--- config.mk ---
export PLATFORM = sky130hd
export DESIGN_NAME = fft_twiddle_mult
export DESIGN_NICKNAME = d
export VERILOG_FILES = /design/src/rtl/fft_pkg.sv /design/src/rtl/twiddle_rom.sv /design/src/rtl/fft_twiddle_mult.sv
export SDC_FILE = /design/constraint.sdc
export NUM_CORES = 2
export LEC_CHECK = 0
export ABC_AREA = 1
export BUFFER_PORTS_ARGS = -buffer_cell sky130_fd_sc_hd__buf_4
export CORE_MARGIN = 2
export CORE_UTILIZATION = 50
export CTS_CLUSTER_DIAMETER = 50
export DETAILED_ROUTE_END_ITERATION = 16
export PLACE_DENSITY = 0.66
export RECOVER_POWER = 50
export SYNTH_ARGS = -nofsm -noshare
export SYNTH_HDL_FRONTEND = slang
export SYNTH_SLANG_ARGS = --single-unit
export TNS_END_PERCENT = 20
--- constraint.sdc ---
create_clock -name clk -period 9.6 [get_ports clk]
set_input_delay 0 -clock clk [delete_from_list [all_inputs] [get_ports clk]]
set_output_delay 0 -clock clk [all_outputs]
set_load 0.1 [all_outputs]
--- src/rtl/fft_pkg.sv ---
// Shared constants and twiddle generation for the DIT FFT twiddle multiplier.
package fft_pkg;

   localparam int N_DEF   = 16;
   localparam int TW_DEF  = 16;
   localparam int LOG2N   = $clog2(N_DEF);
   localparam int STAGE_W = $clog2(LOG2N);
   localparam real PI     = 3.14159265358979323846;

   function automatic int f_log2n(input int n);
      return $clog2(n);
   endfunction

   function automatic int f_stage_w(input int n);
      return $clog2($clog2(n));
   endfunction

   function automatic int q_one(input int tw);
      return 1 << (tw - 2);
   endfunction

   function automatic int q_rnd(input int tw);
      return 1 << (tw - 3);
   endfunction

   // Taylor series keeps elaboration free of tool-specific math builtins
   function automatic int tw_coef(input int k, input int n,
                                  input int tw, input bit is_sin);
      real a;
      real term;
      real acc;
      real x;
      a = 2.0 * PI * real'(k) / real'(n);
      term = is_sin ? a : 1.0;
      acc = term;
      for (int i = 1; i < 16; i++) begin
         if (is_sin)
            term = -term * a * a / real'((2 * i) * (2 * i + 1));
         else
            term = -term * a * a / real'((2 * i - 1) * (2 * i));
         acc = acc + term;
      end
      x = acc * real'(q_one(tw));
      if (x >= 0.0)
         return $rtoi(x + 0.5);
      return -$rtoi(0.5 - x);
   endfunction

endpackage

--- src/rtl/twiddle_rom.sv ---
// Constant cos/sin lookup for W_N^k, k in [0, N/2).
module twiddle_rom
   import fft_pkg::*;
#(
   parameter int N  = 16,
   parameter int TW = 16
) (
   input  logic [$clog2(N/2)-1:0] k,
   output logic signed [TW-1:0]   c,
   output logic signed [TW-1:0]   s
);

   localparam int HALF = N / 2;

   logic signed [TW-1:0] c_tab [HALF];
   logic signed [TW-1:0] s_tab [HALF];

   for (genvar i = 0; i < HALF; i++) begin : g_tab
      localparam int CI = tw_coef(i, N, TW, 1'b0);
      localparam int SI = tw_coef(i, N, TW, 1'b1);
      assign c_tab[i] = TW'(CI);
      assign s_tab[i] = TW'(SI);
   end

   assign c = c_tab[k];
   assign s = s_tab[k];

endmodule

--- src/rtl/fft_twiddle_mult.sv ---
// Three-stage complex twiddle multiplier feeding the radix-2 butterfly adder.
module fft_twiddle_mult
   import fft_pkg::*;
#(
   parameter int bit_width = 16,
   parameter int tw_width  = 16,
   parameter int N         = 16
) (
   input  logic                        clk,
   input  logic                        rst_n,
   input  logic [f_stage_w(N)-1:0]     stage,
   input  logic                        in_valid,
   input  logic signed [bit_width-1:0] xin1,
   input  logic signed [bit_width-1:0] yin1,
   input  logic signed [bit_width-1:0] xin2,
   input  logic signed [bit_width-1:0] yin2,
   output logic signed [bit_width-1:0] xout1,
   output logic signed [bit_width-1:0] yout1,
   output logic signed [bit_width-1:0] xout2,
   output logic signed [bit_width-1:0] yout2,
   output logic                        en,
   output logic                        frame_done
);

   localparam int BW   = bit_width;
   localparam int TW   = tw_width;
   localparam int LG   = f_log2n(N);
   localparam int SW   = f_stage_w(N);
   localparam int KW   = LG - 1;
   localparam int PW   = BW + TW;
   localparam int SUMW = PW + 1;

   localparam logic [KW-1:0] J_LAST = KW'(N / 2 - 1);
   localparam logic signed [SUMW-1:0] RND  = SUMW'(q_rnd(TW));
   localparam logic signed [SUMW-1:0] SMAX = SUMW'((1 << (BW - 1)) - 1);
   localparam logic signed [SUMW-1:0] SMIN = -SMAX - SUMW'(1);

   logic [KW-1:0]        j_q, j_d, k, mask;
   logic [SW-1:0]        stage_q, stage_d, s_eff;
   int                   s_i;
   logic signed [TW-1:0] c_rom, s_rom;

   logic signed [TW-1:0] c_q, c_d, s_q, s_d;
   logic signed [BW-1:0] x1a_q, x1a_d, y1a_q, y1a_d;
   logic signed [BW-1:0] x2_q, x2_d, y2_q, y2_d;
   logic signed [BW-1:0] x1b_q, x1b_d, y1b_q, y1b_d;
   logic signed [PW-1:0] xc_q, xc_d, ys_q, ys_d;
   logic signed [PW-1:0] yc_q, yc_d, xs_q, xs_d;
   logic signed [BW-1:0] x1c_q, x1c_d, y1c_q, y1c_d;
   logic signed [BW-1:0] xo2_q, xo2_d, yo2_q, yo2_d;
   logic [2:0]           v_q, v_d, l_q, l_d;

   function automatic logic signed [BW-1:0] rnd_sat(
      input logic signed [SUMW-1:0] v);
      logic signed [SUMW-1:0] r;
      r = (v + RND) >>> (TW - 2);
      if (r > SMAX)
         return SMAX[BW-1:0];
      if (r < SMIN)
         return SMIN[BW-1:0];
      return r[BW-1:0];
   endfunction

   twiddle_rom #(.N(N), .TW(TW)) u_rom (
      .k (k),
      .c (c_rom),
      .s (s_rom)
   );

   // First pair of a frame indexes with the live stage input
   always_comb begin
      s_eff = (j_q == '0) ? stage : stage_q;
      s_i = int'(s_eff);
      if (s_i > KW)
         s_i = KW;
      mask = ~({KW{1'b1}} << s_i);
      k = (j_q & mask) << (KW - s_i);
   end

   always_comb begin
      j_d     = j_q;
      stage_d = stage_q;
      if (in_valid) begin
         j_d = (j_q == J_LAST) ? '0 : j_q + KW'(1);
         if (j_q == '0)
            stage_d = stage;
      end

      v_d = {v_q[1:0], in_valid};
      l_d = {l_q[1:0], in_valid && (j_q == J_LAST)};

      x1a_d = xin1;
      y1a_d = yin1;
      x2_d  = xin2;
      y2_d  = yin2;
      c_d   = c_rom;
      s_d   = s_rom;

      x1b_d = x1a_q;
      y1b_d = y1a_q;
      xc_d  = PW'(x2_q) * PW'(c_q);
      ys_d  = PW'(y2_q) * PW'(s_q);
      yc_d  = PW'(y2_q) * PW'(c_q);
      xs_d  = PW'(x2_q) * PW'(s_q);

      x1c_d = x1b_q;
      y1c_d = y1b_q;
      xo2_d = rnd_sat(SUMW'(xc_q) + SUMW'(ys_q));
      yo2_d = rnd_sat(SUMW'(yc_q) - SUMW'(xs_q));
   end

   always_ff @(posedge clk or negedge rst_n) begin
      if (!rst_n) begin
         j_q     <= '0;
         stage_q <= '0;
         v_q     <= '0;
         l_q     <= '0;
         x1a_q   <= '0;
         y1a_q   <= '0;
         x2_q    <= '0;
         y2_q    <= '0;
         c_q     <= '0;
         s_q     <= '0;
         x1b_q   <= '0;
         y1b_q   <= '0;
         xc_q    <= '0;
         ys_q    <= '0;
         yc_q    <= '0;
         xs_q    <= '0;
         x1c_q   <= '0;
         y1c_q   <= '0;
         xo2_q   <= '0;
         yo2_q   <= '0;
      end else begin
         j_q     <= j_d;
         stage_q <= stage_d;
         v_q     <= v_d;
         l_q     <= l_d;
         x1a_q   <= x1a_d;
         y1a_q   <= y1a_d;
         x2_q    <= x2_d;
         y2_q    <= y2_d;
         c_q     <= c_d;
         s_q     <= s_d;
         x1b_q   <= x1b_d;
         y1b_q   <= y1b_d;
         xc_q    <= xc_d;
         ys_q    <= ys_d;
         yc_q    <= yc_d;
         xs_q    <= xs_d;
         x1c_q   <= x1c_d;
         y1c_q   <= y1c_d;
         xo2_q   <= xo2_d;
         yo2_q   <= yo2_d;
      end
   end

   assign xout1      = x1c_q;
   assign yout1      = y1c_q;
   assign xout2      = xo2_q;
   assign yout2      = yo2_q;
   assign en         = v_q[2];
   assign frame_done = l_q[2];

endmodule

==> reports/qor.yml <==
layout:
  multi_input_logic_area_um2: 35800
  layout-drive-gt1-share: 0.0379
  seqCellArea_um2: 7940
  layout.cells.non_filler: 7445
  area_growth_syn_to_layout_pct: 9.94
  post_layout_net_count: 7581
  final.fill_count: 9177
  antenna_cells_inserted: 0
logic_synthesis:
  synth_top_flop_cell: "sky130_fd_sc_hd__dfrtp_1"
  synth_sequential_area_ratio: 0.156
  synth_cells: 5841
  yosys.cell_types.count: 48
  syn_area_um2: 50700
  synth-edff-count: 0
  synth.net_count: 7372
  share_of_flip_flops_with_an_asynchronous_set_or_reset: 1.00
  syn_area_per_cell_um2: 8.69
  ys_seq_elements: 317
  synth.yosys.warnings: 0
routing:
  dr_total_vias: 37400
  via_per_inst: 5.02
  dr.first_iter.drc_count: 2620
  post-route-drc-count: 0
  postRouteAntennaNets: 0
  final_routed_wirelength_mm: 128
  avgRoutedWirePerCell_um: 17.2
  dr.pass1.iters: 5
sta:
  worst_clock_skew_ps: 51.0
  clock_period_minus_worst_slack_ps: 6900
  grt_setup_unrepaired: "no"
  tightest_slew_ps: 3830
  max_slew_violation_count: 302
  fin_crit_sh: 0.718
  final-hold-violation-count: 0
  timing.final.setup_violations: 0
  worst_slew_margin_rel: -1.55
  finalSetupTns_ps: 0
  max_freq_mhz: 145
clock_network:
  clock-root-buffer: "sky130_fd_sc_hd__clkbuf_16"
  post_cts_buffers: 0
  clk_pin_slew_worst_paths_ps: 60
  clock_path_buffers: 3
  clock_sink_count: 317
  cts_tree: "done"
  cts_made_buffers: 47
  clk-insertion-delay-late_ps: 640
  h-tree-depth: 2
floorplanning:
  placementRows: 116
  core_area_um2: 100000
  initial_utilization: 0.506
  die_x_um: 323
  die_h_um: 323
  die-area_um2: 104000
  ioPinCount: 135
setup_path:
  worst-setup-path-type: "flip-flop to flip-flop"
  setup.reg_to_reg.worst_slack_ps: 2700
  crit_path_end_kind: "flip-flop"
  cp_data_arrival_time_ps: 7440
  worst_r2r_path_depth: 19
  critPathLaunchType: "flip-flop"
  cp.required_ps: 10140
  critPathMaxFanout: 32
worst_hold_path:
  holdPathStages: 2
  min-delay-path-class: "input port to flip-flop"
grt:
  global_route_wire_length_before_repair_mm: 209
  grt_start_max_net_pins: 75
  global_route_total_usage_across_every_layer: 0.259
  remaining_global_route_overflow: 0
  grt_antenna_before_repair: 2
  via_count_of_the_first_global_routing_pass: 39700
placement:
  placed_cells: 7233
  gp_routability_congestion: 0.958
  io_buffer_count: 134
  post-dp-hpwl_mm: 107
job:
  max-cap-violations: 6
status:
  status: "complete, but fails checks"
  failed_checks: "max-capacitance violations, max-slew violations"
-- synthesized netlist by cell type, drive strengths merged (20+ instances only) --
master,count,share of area
nor2,206,0.016
xnor2,63,0.011
nor3,21,0.0023
clkbuf,108,0.0080
a21o,21,0.0031
buf,20,0.0021
ha,494,0.12
o21ai,105,0.010
nand2,1281,0.096
inv,1738,0.13
nand3,83,0.0083
nand4,31,0.0038
dfrtp,317,0.16
a21oi,174,0.017
o21bai,22,0.0033
xor2,94,0.016
fa,968,0.38
-- repair_timing --
action	4_1_cts	5_1_grt
hold buffers	125	0
hold endpoints to repair	153	0
gates resized for setup	0	0
-- registers in the layout (all words and copies together), names as in the netlist --
| signal | count |
|---|---|
| stage_q | 2 |
| j_q | 3 |
| xout2 | 16 |
| l_q | 3 |
| y1a_q | 16 |
| y1b_q | 16 |
| x1b_q | 16 |
| xs_q | 32 |
| y2_q | 16 |
| yc_q | 32 |
| xout1 | 16 |
| xc_q | 32 |
| x2_q | 16 |
| c_q | 11 |
| ys_q | 32 |
| yout2 | 16 |
| yout1 | 16 |
| s_q | 7 |
| x1a_q | 16 |
| v_q | 3 |
-- metrics by stage --
stage                      util  area, um^2  hold WS, ps  worst slack [ps]
after floorplan               -       50700         -296              3840
after global placement    0.530       53200        -27.1              3200
after detailed placement  0.530       53200        -20.1              3140
after CTS                 0.559       56100         3.80              3070
after global routing      0.556       55800         39.9              2280
final                     0.556       55800         52.8              2700
-- per-layer routing --
metal  wire [um]  GRT usage  share of wire
met3        9100     0.0426          0.071
met2       59900      0.423           0.47
met1       54800      0.358           0.43
met4        4060     0.0757          0.032
met5          14          0        0.00011
-- layout by cell type (no fill, tap or decap), types with 6 or more instances in the layout --
cell and n:
sky130_fd_sc_hd__nand2_2 18, sky130_fd_sc_hd__nor3_1 19, sky130_fd_sc_hd__inv_1 1731, sky130_fd_sc_hd__o21bai_1 22, sky130_fd_sc_hd__and3_1 6, sky130_fd_sc_hd__buf_4 27, sky130_fd_sc_hd__inv_6 6, sky130_fd_sc_hd__nor2_1 199
sky130_fd_sc_hd__nand4_1 31, sky130_fd_sc_hd__xor2_1 94, sky130_fd_sc_hd__nand3_1 82, sky130_fd_sc_hd__a21o_1 21, sky130_fd_sc_hd__clkbuf_16 48, sky130_fd_sc_hd__nor2_2 7, sky130_fd_sc_hd__a31oi_1 8, sky130_fd_sc_hd__inv_2 7
sky130_fd_sc_hd__xnor2_1 63, sky130_fd_sc_hd__or2_2 15, sky130_fd_sc_hd__a21boi_0 12, sky130_fd_sc_hd__a21oi_1 172, sky130_fd_sc_hd__ha_1 494, sky130_fd_sc_hd__o21ai_0 100, sky130_fd_sc_hd__nand2_1 1261, sky130_fd_sc_hd__clkbuf_1 83
sky130_fd_sc_hd__nand3b_1 14, sky130_fd_sc_hd__fa_1 968, sky130_fd_sc_hd__dfrtp_1 315, sky130_fd_sc_hd__dlygate4sd3_1 124, sky130_fd_sc_hd__a211oi_1 8, sky130_fd_sc_hd__clkbuf_4 61
-- cell families (layout without fill, tap and decap cells) --
group,after synthesis,in the layout,share of synthesized area
buffers and inverters,1866,2113,0.139
AND/OR/NAND/NOR,1667,1667,0.132
adder cells (fa/ha/maj),1462,1462,0.504
AO/OA/AOI/OAI,372,372,0.0417
flip-flops,317,317,0.156
XOR/XNOR,157,157,0.0271
-- final timing paths --
kind | from | endpoint
worst min-delay path | yin1[14] | y1a_q[14]
worst max-delay path | c_q[0] | xs_q[16]
max in group asynchronous | rst_n | x1b_q[2]
worst min register to register | y1a_q[2] | y1b_q[2]
min in group asynchronous | rst_n | ys_q[28]
worst max register to register | c_q[0] | xs_q[16]
-- area by class of cell --
| class | count | area share |
|---|---|---|
| Sequential cell | 317 | 0.142 |
| Timing Repair Buffer | 288 | 0.0392 |
| Multi-Input combinational cell | 3658 | 0.641 |
| Clock inverter | 30 | 0.00742 |
| Clock buffer | 57 | 0.0225 |
| Inverter | 1738 | 0.117 |
| Tap cell | 1357 | 0.0304 |
-- worst max-delay path, stage by stage, from the launching register on --
cell and delay (ps):
sky130_fd_sc_hd__dfrtp_1 320, sky130_fd_sc_hd__clkbuf_1 1160, sky130_fd_sc_hd__nand2_1 770, sky130_fd_sc_hd__fa_1 740, sky130_fd_sc_hd__inv_1 50, sky130_fd_sc_hd__fa_1 500
sky130_fd_sc_hd__ha_1 150, sky130_fd_sc_hd__inv_1 50, sky130_fd_sc_hd__fa_1 500, sky130_fd_sc_hd__inv_1 40, sky130_fd_sc_hd__ha_1 280, sky130_fd_sc_hd__fa_1 460
sky130_fd_sc_hd__ha_1 370, sky130_fd_sc_hd__nand2_1 130, sky130_fd_sc_hd__o21ai_0 250, sky130_fd_sc_hd__nor2_1 100, sky130_fd_sc_hd__o21ai_0 330, sky130_fd_sc_hd__a21oi_1 180
sky130_fd_sc_hd__o21bai_1 190, sky130_fd_sc_hd__xor2_1 210
Power is left out: the tool's default activity adds up to more than one toggle a clock period on the data nets, which glitch-free logic cannot reach.
